## src/rtl/dsp_result_collector.sv

```systemverilog
// dsp_result_collector
//   Tracks operations issued into a DSP48A1-style slice through a LATENCY-deep
//   tag pipeline, captures P/CARRYOUT on the cycle each result emerges, buffers
//   the results in a first-word-fall-through FIFO and hands them downstream on
//   a valid/ready handshake. Upstream is throttled by credits so that every
//   in-flight operation is guaranteed a FIFO slot.
//
// Ports
//   clk          rising-edge clock
//   rst          synchronous active-low reset
//   pipe_ce      slice advance enable; 0 freezes the tag pipeline
//   issue_valid  upstream offers an operation this cycle
//   issue_ready  a credit is available (registered occupancy only)
//   P, CARRYOUT  slice outputs, sampled when a tag reaches the last stage
//   m_valid      FIFO head valid
//   m_ready      downstream accepts the head
//   m_data       captured P at the head (holds the last popped value when empty)
//   m_carry      captured CARRYOUT at the head
//   occupancy    in-flight tags plus buffered entries
module dsp_result_collector #(
  parameter int WIDTH   = 48,
  parameter int LATENCY = 4,
  parameter int DEPTH   = 4
) (
  input  logic                     clk,
  input  logic                     rst,
  input  logic                     pipe_ce,
  input  logic                     issue_valid,
  output logic                     issue_ready,
  input  logic [WIDTH-1:0]         P,
  input  logic                     CARRYOUT,
  output logic                     m_valid,
  input  logic                     m_ready,
  output logic [WIDTH-1:0]         m_data,
  output logic                     m_carry,
  output logic [$clog2(DEPTH):0]   occupancy
);

  localparam int AW = $clog2(DEPTH);
  localparam int OW = AW + 1;

  logic [LATENCY-1:0] tag_q, tag_d;
  logic [WIDTH-1:0]   mem_data_q [DEPTH];
  logic [DEPTH-1:0]   mem_carry_q;
  logic [AW-1:0]      wr_ptr_q, rd_ptr_q;
  logic [OW-1:0]      cnt_q, cnt_d;
  logic [OW-1:0]      occ_q, occ_d;
  logic [WIDTH-1:0]   last_data_q;
  logic               last_carry_q;

  logic accept, push, pop;

  // Credit check uses only registered occupancy, so there is no combinational
  // path from m_ready or issue_valid to issue_ready.
  assign issue_ready = rst & (occ_q < OW'(DEPTH));
  assign accept      = issue_valid & issue_ready & pipe_ce;
  assign push        = pipe_ce & tag_q[LATENCY-1];
  assign m_valid     = (cnt_q != '0);
  assign pop         = m_valid & m_ready;
  assign occupancy   = occ_q;

  // Head is read straight from storage; when empty the last popped value is
  // shown instead so the outputs do not wander onto stale slots.
  assign m_data  = m_valid ? mem_data_q[rd_ptr_q]  : last_data_q;
  assign m_carry = m_valid ? mem_carry_q[rd_ptr_q] : last_carry_q;

  always_comb begin
    tag_d    = tag_q;
    tag_d[0] = accept;
    for (int i = 1; i < LATENCY; i++) tag_d[i] = tag_q[i-1];
  end

  // A tag moving into the FIFO is occupancy-neutral; only accept and pop move it.
  always_comb begin
    cnt_d = cnt_q + OW'(push) - OW'(pop);
    occ_d = occ_q + OW'(accept) - OW'(pop);
  end

  always_ff @(posedge clk) begin
    if (!rst) begin
      tag_q        <= '0;
      wr_ptr_q     <= '0;
      rd_ptr_q     <= '0;
      cnt_q        <= '0;
      occ_q        <= '0;
      last_data_q  <= '0;
      last_carry_q <= 1'b0;
    end else begin
      if (pipe_ce) tag_q <= tag_d;
      if (push) begin
        wr_ptr_q <= wr_ptr_q + AW'(1);
      end
      if (pop) begin
        rd_ptr_q     <= rd_ptr_q + AW'(1);
        last_data_q  <= mem_data_q[rd_ptr_q];
        last_carry_q <= mem_carry_q[rd_ptr_q];
      end
      cnt_q <= cnt_d;
      occ_q <= occ_d;
    end
  end

  // Storage needs no reset: entries are only visible while counted valid.
  always_ff @(posedge clk) begin
    if (rst && push) begin
      mem_data_q[wr_ptr_q]  <= P;
      mem_carry_q[wr_ptr_q] <= CARRYOUT;
    end
  end

endmodule

```

## config.mk

```make
export PLATFORM = sky130hd
export DESIGN_NAME = dsp_result_collector
export DESIGN_NICKNAME = d
export VERILOG_FILES = /design/src/rtl/dsp_result_collector.sv
export SDC_FILE = /design/constraint.sdc
export NUM_CORES = 1
export LEC_CHECK = 0
export ABC_CLOCK_PERIOD_IN_PS = 2900
export CORE_MARGIN = 2
export CORE_UTILIZATION = 43
export CTS_CLUSTER_DIAMETER = 60
export CTS_CLUSTER_SIZE = 40
export DETAILED_ROUTE_END_ITERATION = 12
export DONT_BUFFER_PORTS = 1
export PLACE_DENSITY_LB_ADDON = 0.2
export SLEW_MARGIN = 20
export SYNTH_ARGS = -nofsm -noshare
export SYNTH_HDL_FRONTEND = slang
export SYNTH_SLANG_ARGS = --single-unit
```

## constraint.sdc

```tcl
create_clock -name clk -period 2.9 [get_ports clk]
set_clock_uncertainty 0.1 [all_clocks]
set_input_delay 0.58 -clock clk [delete_from_list [all_inputs] [get_ports clk]]
set_output_delay 0.58 -clock clk [all_outputs]
set_load 0.01 [all_outputs]
```

==> flow_results.org <==
** STA
- Hold is met by 0.0466 ns.
- The smallest clock period supported by the final layout is computed as 2.78 ns.
- Fmax :: 0.360 GHz
- The worst path uses ~96% of the clock period.
- Setup repair after global routing left no endpoint under its margin.
- Final-report max-slew violation count :: 0
- Sum Neg Setup Slack :: 0 ns
- Number of setup violations in the final report :: 0
- Slew at the pin with the worst max-slew slack :: 0.754 ns
- The number of hold violations in the final report came to 0.
- In this run the tightest slew margin relative to its limit is 49.3%.

** Power
- IR analysis of the VDD net gives a maximum drop of roughly 650 µV.
- The analysis attributes to cell leakage a power of 3.70 nW.
- Total power divided by cell area :: 916 nW/µm²

** Critical path
- Buffer and inverter count on the worst path :: 1
- Nature of the critical path endpoint :: output port
- Cell-by-cell listing of the critical path :: or3_2, buf_4, mux2_2
- The worst setup path is launched from a flip-flop.
- Along the worst path, the maximum fanout reaches 31.
- Kind of cell with the highest combined delay on the critical path :: simple AND/OR/NAND/NOR gates
- STA puts the critical path data required time at 2.22 ns.
- The critical path in this run is classified as reg -> out.
- On the worst path, the slowest cell contributes a delay of between 0.5 and 0.6 ns.
- On the critical path, the stage with the largest delay is an instance of sky130_fd_sc_hd__or3_2.
- Worst Path Arrival :: approximately 2.1 ns

** Clock tree
- Clock slew at reported path FFs :: 0.09 ns
- H-tree depth reported by CTS :: 1
- TritonCTS built the clock tree.
- Num CTS Buffers :: 22
- Hold repair after CTS inserted 0 buffers.
- Clock buffer depth :: 3
- Counting every sink on the clock net gives 261.
- The clock reaches the later pin of the worst-skew pair after 0.52 ns.
- The root buffer cell chosen for the clock tree is sky130_fd_sc_hd__clkbuf_16.

** Detailed routing
- The routed design has 19300 µm of wire.
- Dividing the detail-routed via count by the number of cells gives 5.64.
- Detailed routing inserted a total of 4622 vias.
- For this run, the detailed router's first-pass iteration total came to 4.
- For this run, design rule violations remaining after detail routing come to 0.
- Number of violations reported at the end of detailed-routing iteration 0 :: about 280
- Average wire per cell in the routed design :: about 24 µm
- Once detail routing completed, the nets flagged for antenna violations numbered 0.

** Die
- Row generation in the floorplan step produced 55 rows.
- The floorplan step defined a die boundary enclosing 24300 µm².
- Floorplan die height :: 156 µm
- Core Footprint :: approximately 23000 µm²
- Measured along the x axis, the die boundary spans 156 µm.
- For this configuration, the core starts out at a cell density of 43.7%.
- Top-level port count :: 108

** Yosys
- Post-synthesis sequential area ratio :: 72.6%
- For this run, the leading register cell type out of synthesis is sky130_fd_sc_hd__edfxtp_1.
- The cell count after synthesis came out at 498.
- Yosys mapped a number of flops with a built-in enable equal to roughly 200.
- Count of cell types in the netlist :: 28
- Share of flip-flops with an asynchronous set or reset :: 0%
- The synthesized design contains 261 register bits.
- Synthesis Warnings :: 0
- Share of Yosys cell area claimed by the top area cell type :: 59.5%
- By area the synthesized netlist is led by sky130_fd_sc_hd__edfxtp_1 59%, sky130_fd_sc_hd__dfxtp_1 13%, sky130_fd_sc_hd__mux4_2 11%.
- The largest total area in the synthesized netlist belongs to sky130_fd_sc_hd__edfxtp_1.
- The mapped netlist covers 9900 µm².
- The number of nets in the synthesized netlist is 560.
- A synthesized cell averages 19.9 µm².

** Place
- Buffers added on ports :: 0
- Area after detailed placement :: 10400 µm²
- Detailed placement finished with a half-perimeter wire length of 11900 µm.
- Last weighted congestion value of the routability-driven placer :: 0.707

** Global route
- For this run the aggregate overflow at the end of global routing stands at 0.
- Entering global routing, the biggest net connects 32 pins.
- Overall track demand over capacity in global routing :: between 10% and 20%
- Global-route wire length before repair :: 29700 µm
- Via count of the first global-routing pass :: 5055
- The initial antenna violation count is 0.

** Job
- Number of max-capacitance violations reported :: 0

** Finish
- Antenna diode count :: 0
- From synthesis to final layout, the design area changed by 13.4%.
- FILL cells :: around 1900
- Cells fill 49.6% of the core in the end.
- Fraction of final layout cells sized beyond drive strength 1 :: 32.4%
- Summing all non-filler instances in the final layout gives an area of 11200 µm².
- After the last flow step, the layout net total stands at slightly below 600.

** Run status
- Outcome :: completed

** Hold path
- The worst hold path belongs to the class in -> reg.
==> metal layers <==
metal	GRT usage (%)	part of all wire (%)	up-vias
met4	4.15	1.9	0
li1	-	-	2053
met3	5.31	7.9	29
met5	0	0	-
met2	26.5	48	127
met1	20.9	42	2413
==> Yosys cell counts, types with 2 or more instances <==
library cell,number
sky130_fd_sc_hd__fa_1,2
sky130_fd_sc_hd__and2_1,14
sky130_fd_sc_hd__mux2_2,49
sky130_fd_sc_hd__mux2i_1,4
sky130_fd_sc_hd__nor2b_1,7
sky130_fd_sc_hd__inv_1,4
sky130_fd_sc_hd__dfxtp_1,65
sky130_fd_sc_hd__a22o_1,49
sky130_fd_sc_hd__buf_2,9
sky130_fd_sc_hd__ha_1,6
sky130_fd_sc_hd__xnor2_1,7
sky130_fd_sc_hd__clkbuf_1,13
sky130_fd_sc_hd__buf_4,2
sky130_fd_sc_hd__buf_1,2
sky130_fd_sc_hd__edfxtp_1,196
sky130_fd_sc_hd__nand2_1,3
sky130_fd_sc_hd__nand3_1,3
sky130_fd_sc_hd__mux4_2,49
sky130_fd_sc_hd__buf_6,5
==> state kept, by name, indices dropped and copies added (netlist names), named ones only <==
| signal | cells |
|---|---|
| cnt_q | 3 |
| last_carry_q | 1 |
| last_data_q | 48 |
| mem_carry_q | 4 |
| mem_data_q | 192 |
| occupancy | 3 |
| rd_ptr_q | 2 |
| tag_q | 4 |
| wr_ptr_q | 2 |
==> timing repair <==
action,CTS,global route
setup endpoints to repair,15,0
hold endpoints to repair,0,0
gates resized for setup,0,0
buffers inserted,5,0
==> logic make-up after synthesis <==
kind of cell / count (synthesis) / share of synthesized area [%]
compound gates: 53 / 4.64
buf+inv: 35 / 1.90
simple gates: 32 / 1.96
flops: 261 / 72.6
xor+xnor: 7 / 0.619
fa+ha+maj: 8 / 1.16
mux: 102 / 17.1
==> through the flow <==
step	cells	power, mW	worst slack [ns]
4_1_cts	819	10.5	0.0605
3_3_place_gp	774	7.18	0.539
2_1_floorplan	498	6.62	0.0577
6_report	819	10.3	0.124
5_1_grt	819	10.8	0.0352
3_5_place_dp	774	7.23	0.529
==> final timing paths <==
check,slack [ns],startpoint,cells past startpoint,endpoint
worst max-delay path,0.12,cnt_q[1],3,m_data[11]
worst min-delay path,0.05,P[7],0,mem_data_q[2][7]
worst max register to register,0.56,cnt_q[1],8,occupancy[2]
worst min register to register,0.38,last_data_q[6],1,last_data_q[6]
==> final cells by class <==
type                       count  area [µm²]  share of cell area (%)
sequential                   261        7190                    64.1
multi-input combinational    202        2530                    22.6
clock buffer                  24         579                    5.16
tap                          285         357                    3.18
timing repair buffer          27         328                    2.92
clock inverter                16         219                    1.95
inverter                       4        15.0                   0.134
==> power by group <==
group,internal [mW],switching [mW],total (mW)
Clock,1.65,1.49,3.14
Sequential,4.25,0.198,4.44
Combinational,1.34,1.36,2.70
Total,7.23,3.05,10.3
==> cell usage in the layout (no fill, tap or decap), drive strengths merged, types with 2 or more instances in the layout <==
master,count
edfxtp,196
dfxtp,65
mux4,49
mux2,49
a22o,49
buf,27
clkbuf,24
and2,14
clkinv,9
inv,9
nor2b,7
xnor2,7
ha,6
mux2i,4
nand2,3
nand3,3
fa,2
and3,2
(Power assumes the default switching activity.)
